--- src/rtl/fetch_unit_pkg.sv ---
// Shared definitions for the instruction-fetch stage: FSM state encodings
// and the default reset PC / bubble instruction word.
package fetch_unit_pkg;

    typedef enum logic [1:0] {
        ST_IDLE  = 2'd0,
        ST_FETCH = 2'd1,
        ST_HOLD  = 2'd2
    } fetch_state_e;

    // addi x0, x0, 0 -- the canonical RISC-V NOP used for bubbles
    localparam logic [31:0] NOP_INSTR_DEF = 32'h0000_0013;
    localparam logic [31:0] RESET_PC_DEF  = 32'h0000_0000;

endpackage

--- src/rtl/fetch_unit_ifid_reg.sv ---
// IF/ID pipeline register: {valid, pc, instr} with load enable and a
// bubble-insert control that takes precedence over load.
module ifid_reg
    import fetch_unit_pkg::*;
#(
    parameter logic [31:0] NOP_INSTR = NOP_INSTR_DEF
) (
    input  logic        clk_i,
    input  logic        rst_i,
    input  logic        load_i,
    input  logic        bubble_i,
    input  logic [31:0] pc_i,
    input  logic [31:0] instr_i,
    output logic        valid_o,
    output logic [31:0] pc_o,
    output logic [31:0] instr_o
);

    logic        valid_q;
    logic [31:0] pc_q;
    logic [31:0] instr_q;

    // Bubble overrides load; with neither asserted the register holds.
    always_ff @(posedge clk_i or negedge rst_i) begin
        if (!rst_i) begin
            valid_q <= 1'b0;
            pc_q    <= 32'h0;
            instr_q <= NOP_INSTR;
        end else if (bubble_i) begin
            valid_q <= 1'b0;
            pc_q    <= 32'h0;
            instr_q <= NOP_INSTR;
        end else if (load_i) begin
            valid_q <= 1'b1;
            pc_q    <= pc_i;
            instr_q <= instr_i;
        end
    end

    assign valid_o = valid_q;
    assign pc_o    = pc_q;
    assign instr_o = instr_q;

endmodule

--- src/rtl/fetch_unit.sv ---
// Instruction-fetch stage: owns the PC, issues requests on a variable-latency
// req/ack instruction-memory port and fills the IF/ID register. Handles
// load-use stalls (hold buffer) and branch flushes, including a flush that
// lands while a request is still outstanding (deferred redirect).
module fetch_unit
    import fetch_unit_pkg::*;
#(
    parameter logic [31:0] RESET_PC  = RESET_PC_DEF,
    parameter logic [31:0] NOP_INSTR = NOP_INSTR_DEF
) (
    input  logic        clk_i,
    input  logic        rst_i,
    input  logic [31:0] addr_i,
    input  logic        stall_i,
    input  logic        flush_i,
    output logic [31:0] pc_o,
    output logic        imem_req_o,
    output logic [31:0] imem_addr_o,
    input  logic        imem_ack_i,
    input  logic [31:0] imem_data_i,
    output logic        ifid_valid_o,
    output logic [31:0] ifid_pc_o,
    output logic [31:0] ifid_instr_o
);

    fetch_state_e state_q, state_d;
    logic [31:0]  pc_q, pc_d;
    logic [31:0]  redir_pc_q, redir_pc_d;
    logic         redir_vld_q, redir_vld_d;
    logic [31:0]  hold_q, hold_d;

    logic         ifid_load;
    logic         ifid_bubble;
    logic [31:0]  ifid_instr;

    // Next-state and IF/ID control decode; priority is flush > stall > normal.
    always_comb begin
        state_d     = state_q;
        pc_d        = pc_q;
        redir_pc_d  = redir_pc_q;
        redir_vld_d = redir_vld_q;
        hold_d      = hold_q;
        ifid_load   = 1'b0;
        ifid_bubble = 1'b0;
        ifid_instr  = imem_data_i;

        case (state_q)
            ST_IDLE: begin
                state_d = ST_FETCH;
            end

            ST_FETCH: begin
                if (flush_i) begin
                    ifid_bubble = 1'b1;
                    if (imem_ack_i) begin
                        // Request completes now: drop the word, redirect at once.
                        pc_d        = addr_i;
                        redir_vld_d = 1'b0;
                    end else begin
                        // Request cannot be withdrawn; remember where to go.
                        redir_pc_d  = addr_i;
                        redir_vld_d = 1'b1;
                    end
                end else if (redir_vld_q) begin
                    // Outstanding request belongs to the squashed path.
                    if (imem_ack_i) begin
                        ifid_bubble = 1'b1;
                        pc_d        = redir_pc_q;
                        redir_vld_d = 1'b0;
                    end else if (!stall_i) begin
                        ifid_bubble = 1'b1;
                    end
                end else if (stall_i) begin
                    if (imem_ack_i) begin
                        hold_d  = imem_data_i;
                        state_d = ST_HOLD;
                    end
                end else if (imem_ack_i) begin
                    ifid_load = 1'b1;
                    pc_d      = addr_i;
                end else begin
                    ifid_bubble = 1'b1;
                end
            end

            ST_HOLD: begin
                if (flush_i) begin
                    ifid_bubble = 1'b1;
                    pc_d        = addr_i;
                    state_d     = ST_FETCH;
                end else if (!stall_i) begin
                    ifid_load  = 1'b1;
                    ifid_instr = hold_q;
                    pc_d       = addr_i;
                    state_d    = ST_FETCH;
                end
            end

            default: begin
                state_d = ST_IDLE;
            end
        endcase
    end

    // Control state; reset abandons any outstanding request.
    always_ff @(posedge clk_i or negedge rst_i) begin
        if (!rst_i) begin
            state_q     <= ST_IDLE;
            pc_q        <= RESET_PC;
            redir_pc_q  <= RESET_PC;
            redir_vld_q <= 1'b0;
            hold_q      <= NOP_INSTR;
        end else begin
            state_q     <= state_d;
            pc_q        <= pc_d;
            redir_pc_q  <= redir_pc_d;
            redir_vld_q <= redir_vld_d;
            hold_q      <= hold_d;
        end
    end

    ifid_reg #(
        .NOP_INSTR (NOP_INSTR)
    ) u_ifid_reg (
        .clk_i    (clk_i),
        .rst_i    (rst_i),
        .load_i   (ifid_load),
        .bubble_i (ifid_bubble),
        .pc_i     (pc_q),
        .instr_i  (ifid_instr),
        .valid_o  (ifid_valid_o),
        .pc_o     (ifid_pc_o),
        .instr_o  (ifid_instr_o)
    );

    // The PC only moves on an ack or on leaving HOLD, so the request address
    // is stable for the whole life of a request.
    assign pc_o        = pc_q;
    assign imem_addr_o = pc_q;
    assign imem_req_o  = (state_q == ST_FETCH);

endmodule

--- config.mk ---
export PLATFORM = sky130hd
export DESIGN_NAME = fetch_unit
export DESIGN_NICKNAME = d
export VERILOG_FILES = /design/src/rtl/fetch_unit_pkg.sv /design/src/rtl/fetch_unit_ifid_reg.sv /design/src/rtl/fetch_unit.sv
export SDC_FILE = /design/constraint.sdc
export NUM_CORES = 1
export LEC_CHECK = 0
export CAP_MARGIN = 0
export CELL_PAD_IN_SITES_DETAIL_PLACEMENT = 1
export CELL_PAD_IN_SITES_GLOBAL_PLACEMENT = 1
export CORE_ASPECT_RATIO = 2
export CORE_MARGIN = 2
export CORE_UTILIZATION = 30
export DETAILED_ROUTE_END_ITERATION = 8
export PLACE_DENSITY = 0.71
export RECOVER_POWER = 50
export SYNTH_ARGS = -nofsm -noshare
export SYNTH_HDL_FRONTEND = slang
export SYNTH_SLANG_ARGS = --single-unit
--- constraint.sdc ---
create_clock -name clk_i -period 1.8 [get_ports clk_i]
set_input_delay 0.27 -clock clk_i [delete_from_list [all_inputs] [get_ports clk_i]]
set_output_delay 0.27 -clock clk_i [all_outputs]
set_load 0.005 [all_outputs]
==> reports/qor.csv <==
stage,metric,value,unit
synth,yosys.area.top_type,dfrtp_1,
synth,syn_area_per_cell,12.35,sq um
synth,synthXorXnorAreaFrac,0,
synth,synth_warnings,0,
synth,synth_edf_count,0,
finish,area_growth,47.28,%
timing,min_period,1841,ps
power_and_ir_drop,p_per_area,1602,nW/um^2
power_and_ir_drop,power,17620,uW
synth,synth-compound-area-share,0.1576,
timing,slew_violations,0,
critical_path,cp_data_required_time,2160,ps
floorplan,row_count,81,
critical_path,crit_type,flip-flop to flip-flop,
drt,wire_per_inst,20.41,um
global_routing,grt_pass1_wl,35.21,mm
hold_path,hold_class,input pin to async pin,
clock_network,cts-root-buf,clkbuf_16,
timing,finalClockSkew,6.552,ps
power_and_ir_drop,p_leak,0.004476,uW
global_routing,grt_pass1_vias,6186,
timing,rsz0062_at_grt,true,
placed_design,dp_hpwl,16.13,mm
global_routing,grtUsageMet2,0.3443,
drt,drt-vias-per-instance,4.800,
job,maxCapViolCount,0,
global_routing,grt_use_total,0.1796,
synth,ys_seq_area_frac,0.5503,
synth,async_flop_share,1.000,
critical_path,cp_cell_sequence,"inv_2, ha_4, nor2b_4, o2111a_2, clkbuf_16, nor2_1, a211oi_2",
floorplan,chipHeight,227.2,um
floorplan,initial_utilization,0.3059,
critical_path,arrival,2200,ps
timing,hold_viol_final,0,
global_routing,grt_util_met1,0.1796,
global_routing,use_met3,0.03355,
critical_path,cp_max_fo,8,
timing,whs,408.9,ps
critical_path,path_buf_inv,2,
finish,fin_cells,1166,
synth,yosysMostFrequentCell,dfrtp_1,
synth,synth_area,7471,sq um
synth,ys.flop_type,dfrtp_1,
timing,fin_setup_tns,-46.69,ps
floorplan,coreArea,24420,sq um
critical_path,worstSetupEndpointType,flip-flop,
critical_path,critPathSlowestCell,dfrtp_1,
synth,synth-adder-area-share,0.006699,
synth,netlist.area_leader.share,0.5292,
synth,synthMuxAreaShare,0.1437,
power_and_ir_drop,vdd_drop_max,0.0006176,V
synth,synth_top_family_by_area,compound AO/OA/AOI/OAI gates,
placed_design,pre_cts_ws,-261.8,ps
floorplan,ioPinCount,199,
placed_design,numPortBuffers,198,
synth,synth_cell_types,40,
clock_network,clock-sinks,164,
drt,drc,0,
synth,synthSimpleGateAreaFrac,0.06565,
global_routing,grt_antenna_before_repair,1,
synth,ys_top_cells_by_count,"158 x dfrtp_1, 65 x nand2_1, 54 x mux2_2",
placed_design,place_inst,1112,
placed_design,gp_congestion,0.7973,
finish,nets,893,
drt,drtPass1Iterations,4,
clock_network,cts_tree,yes,
critical_path,worst_setup_path_start_kind,flip-flop,
critical_path,r2r-start,state_q[1],
drt,drt_iter0_drc,249,
synth,ys_seq_elements,164,
synth,ys_top_cells_by_area,"dfrtp_1 53%, mux2_2 8.1%, a211oi_2 4.9%",
timing,max_freq,543.1,MHz
outcome,violations,negative setup slack,
global_routing,grt-busiest-layer,met2,
global_routing,grt_max_degree,69,
clock_network,clkTransAtPathRegs,60,ps
timing,setup_viol_count_final,5,
timing,layout_setup_ws,-41.40,ps
finish,drive_above_1_share,0.2893,
drt,wl,23.79,mm
synth,synth_fp_nets,678,
outcome,outcome,"complete, but fails checks",
floorplan,die_x,115.6,um
critical_path,crit_family,compound AO/OA/AOI/OAI gates,
drt,num_vias,5597,
timing,timing.slew.headroom,0.4968,
critical_path,crit_path_max_incr_delay,400,ps
clock_network,clock_latency,440,ps
global_routing,overflow,0,
clock_network,cts_buffers,17,
drt,ant_nets,0,
clock_network,clk_path_buf_depth,2,
timing,fin_crit_sh,1.023,
timing,tightest_slew,754.7,ps
clock_network,htree_levels,4,
synth,syn_inst,605,
critical_path,startpoint,state_q[1],
floorplan,dieArea,26260,sq um
## kinds of logic after synthesis
logic type,after synthesis
compound gates,142
fa+ha+maj,4
buf+inv,85
flops,164
mux,96
simple gates,114
## layout by cell type (no fill, tap or decap), types with 8 or more instances in the layout
cell type / count
mux2i_1: 27
mux2_4: 9
buf_6: 9
a211oi_2: 29
buf_4: 38
clkbuf_16: 21
nor2_1: 29
dlygate4sd3_1: 14
mux2_2: 54
o2bb2ai_1: 31
a22oi_1: 32
dfrtp_1: 155
buf_12: 23
nand2_1: 62
clkdlybuf4s50_1: 182
clkbuf_1: 8
a21oi_1: 29
## per-layer routing
metal	wire, um	vias to the layer above
li1	-	2551
met1	8315	2889
met2	13860	119
met3	750	38
met4	868	0
met5	0	-
## cell type report
type	instances	area, sq um
fill	2507	13420
sequential	164	4115
multi-input combinational	357	2965
timing repair buffer	275	2952
clock buffer	26	479.2
tap	332	415.4
clock inverter	6	55.05
inverter	5	18.77
antenna	1	2.502
## power breakdown
group | switching, uW | internal (uW)
clock network | 1440 | 1960
registers | 1280 | 5360
logic | 2980 | 4600
## stage by stage
step                      area, sq um    util
final                           11000  0.4505
after global placement          10060  0.4119
after global routing            11000  0.4505
after detailed placement        10060  0.4119
after CTS                       10780  0.4412
after floorplan                  7471       -
## worst paths after layout
kind / endpoint / slack [ps] / cells past startpoint
max reg2reg: u_ifid_reg.instr_o[25] / -40 / 7
min in group clk_i: redir_pc_q[13] / 410 / 3
max in group asynchronous: imem_addr_o[31] / 270 / 3
min: u_ifid_reg.pc_o[18] / 410 / 2
max: u_ifid_reg.instr_o[25] / -40 / 7
min reg2reg: redir_pc_q[13] / 480 / 2
## state kept, by name, summed over array words and instances (netlist names)
register / count
hold_q: 32
imem_addr_o: 32
redir_pc_q: 32
redir_vld_q: 1
state_q: 2
u_ifid_reg.instr_o: 32
u_ifid_reg.pc_o: 32
u_ifid_reg.valid_o: 1
## repair_timing
action                                  4_1_cts  5_1_grt
gates resized for setup                      16       35
cloned                                        2        5
endpoints found under the setup margin      131       76
buffers inserted                              6        9
endpoints found under the hold margin       158        0
hold buffers                                  1        0
pin swaps                                     0       12
No activity file was read; power rests on OpenSTA's default activity.
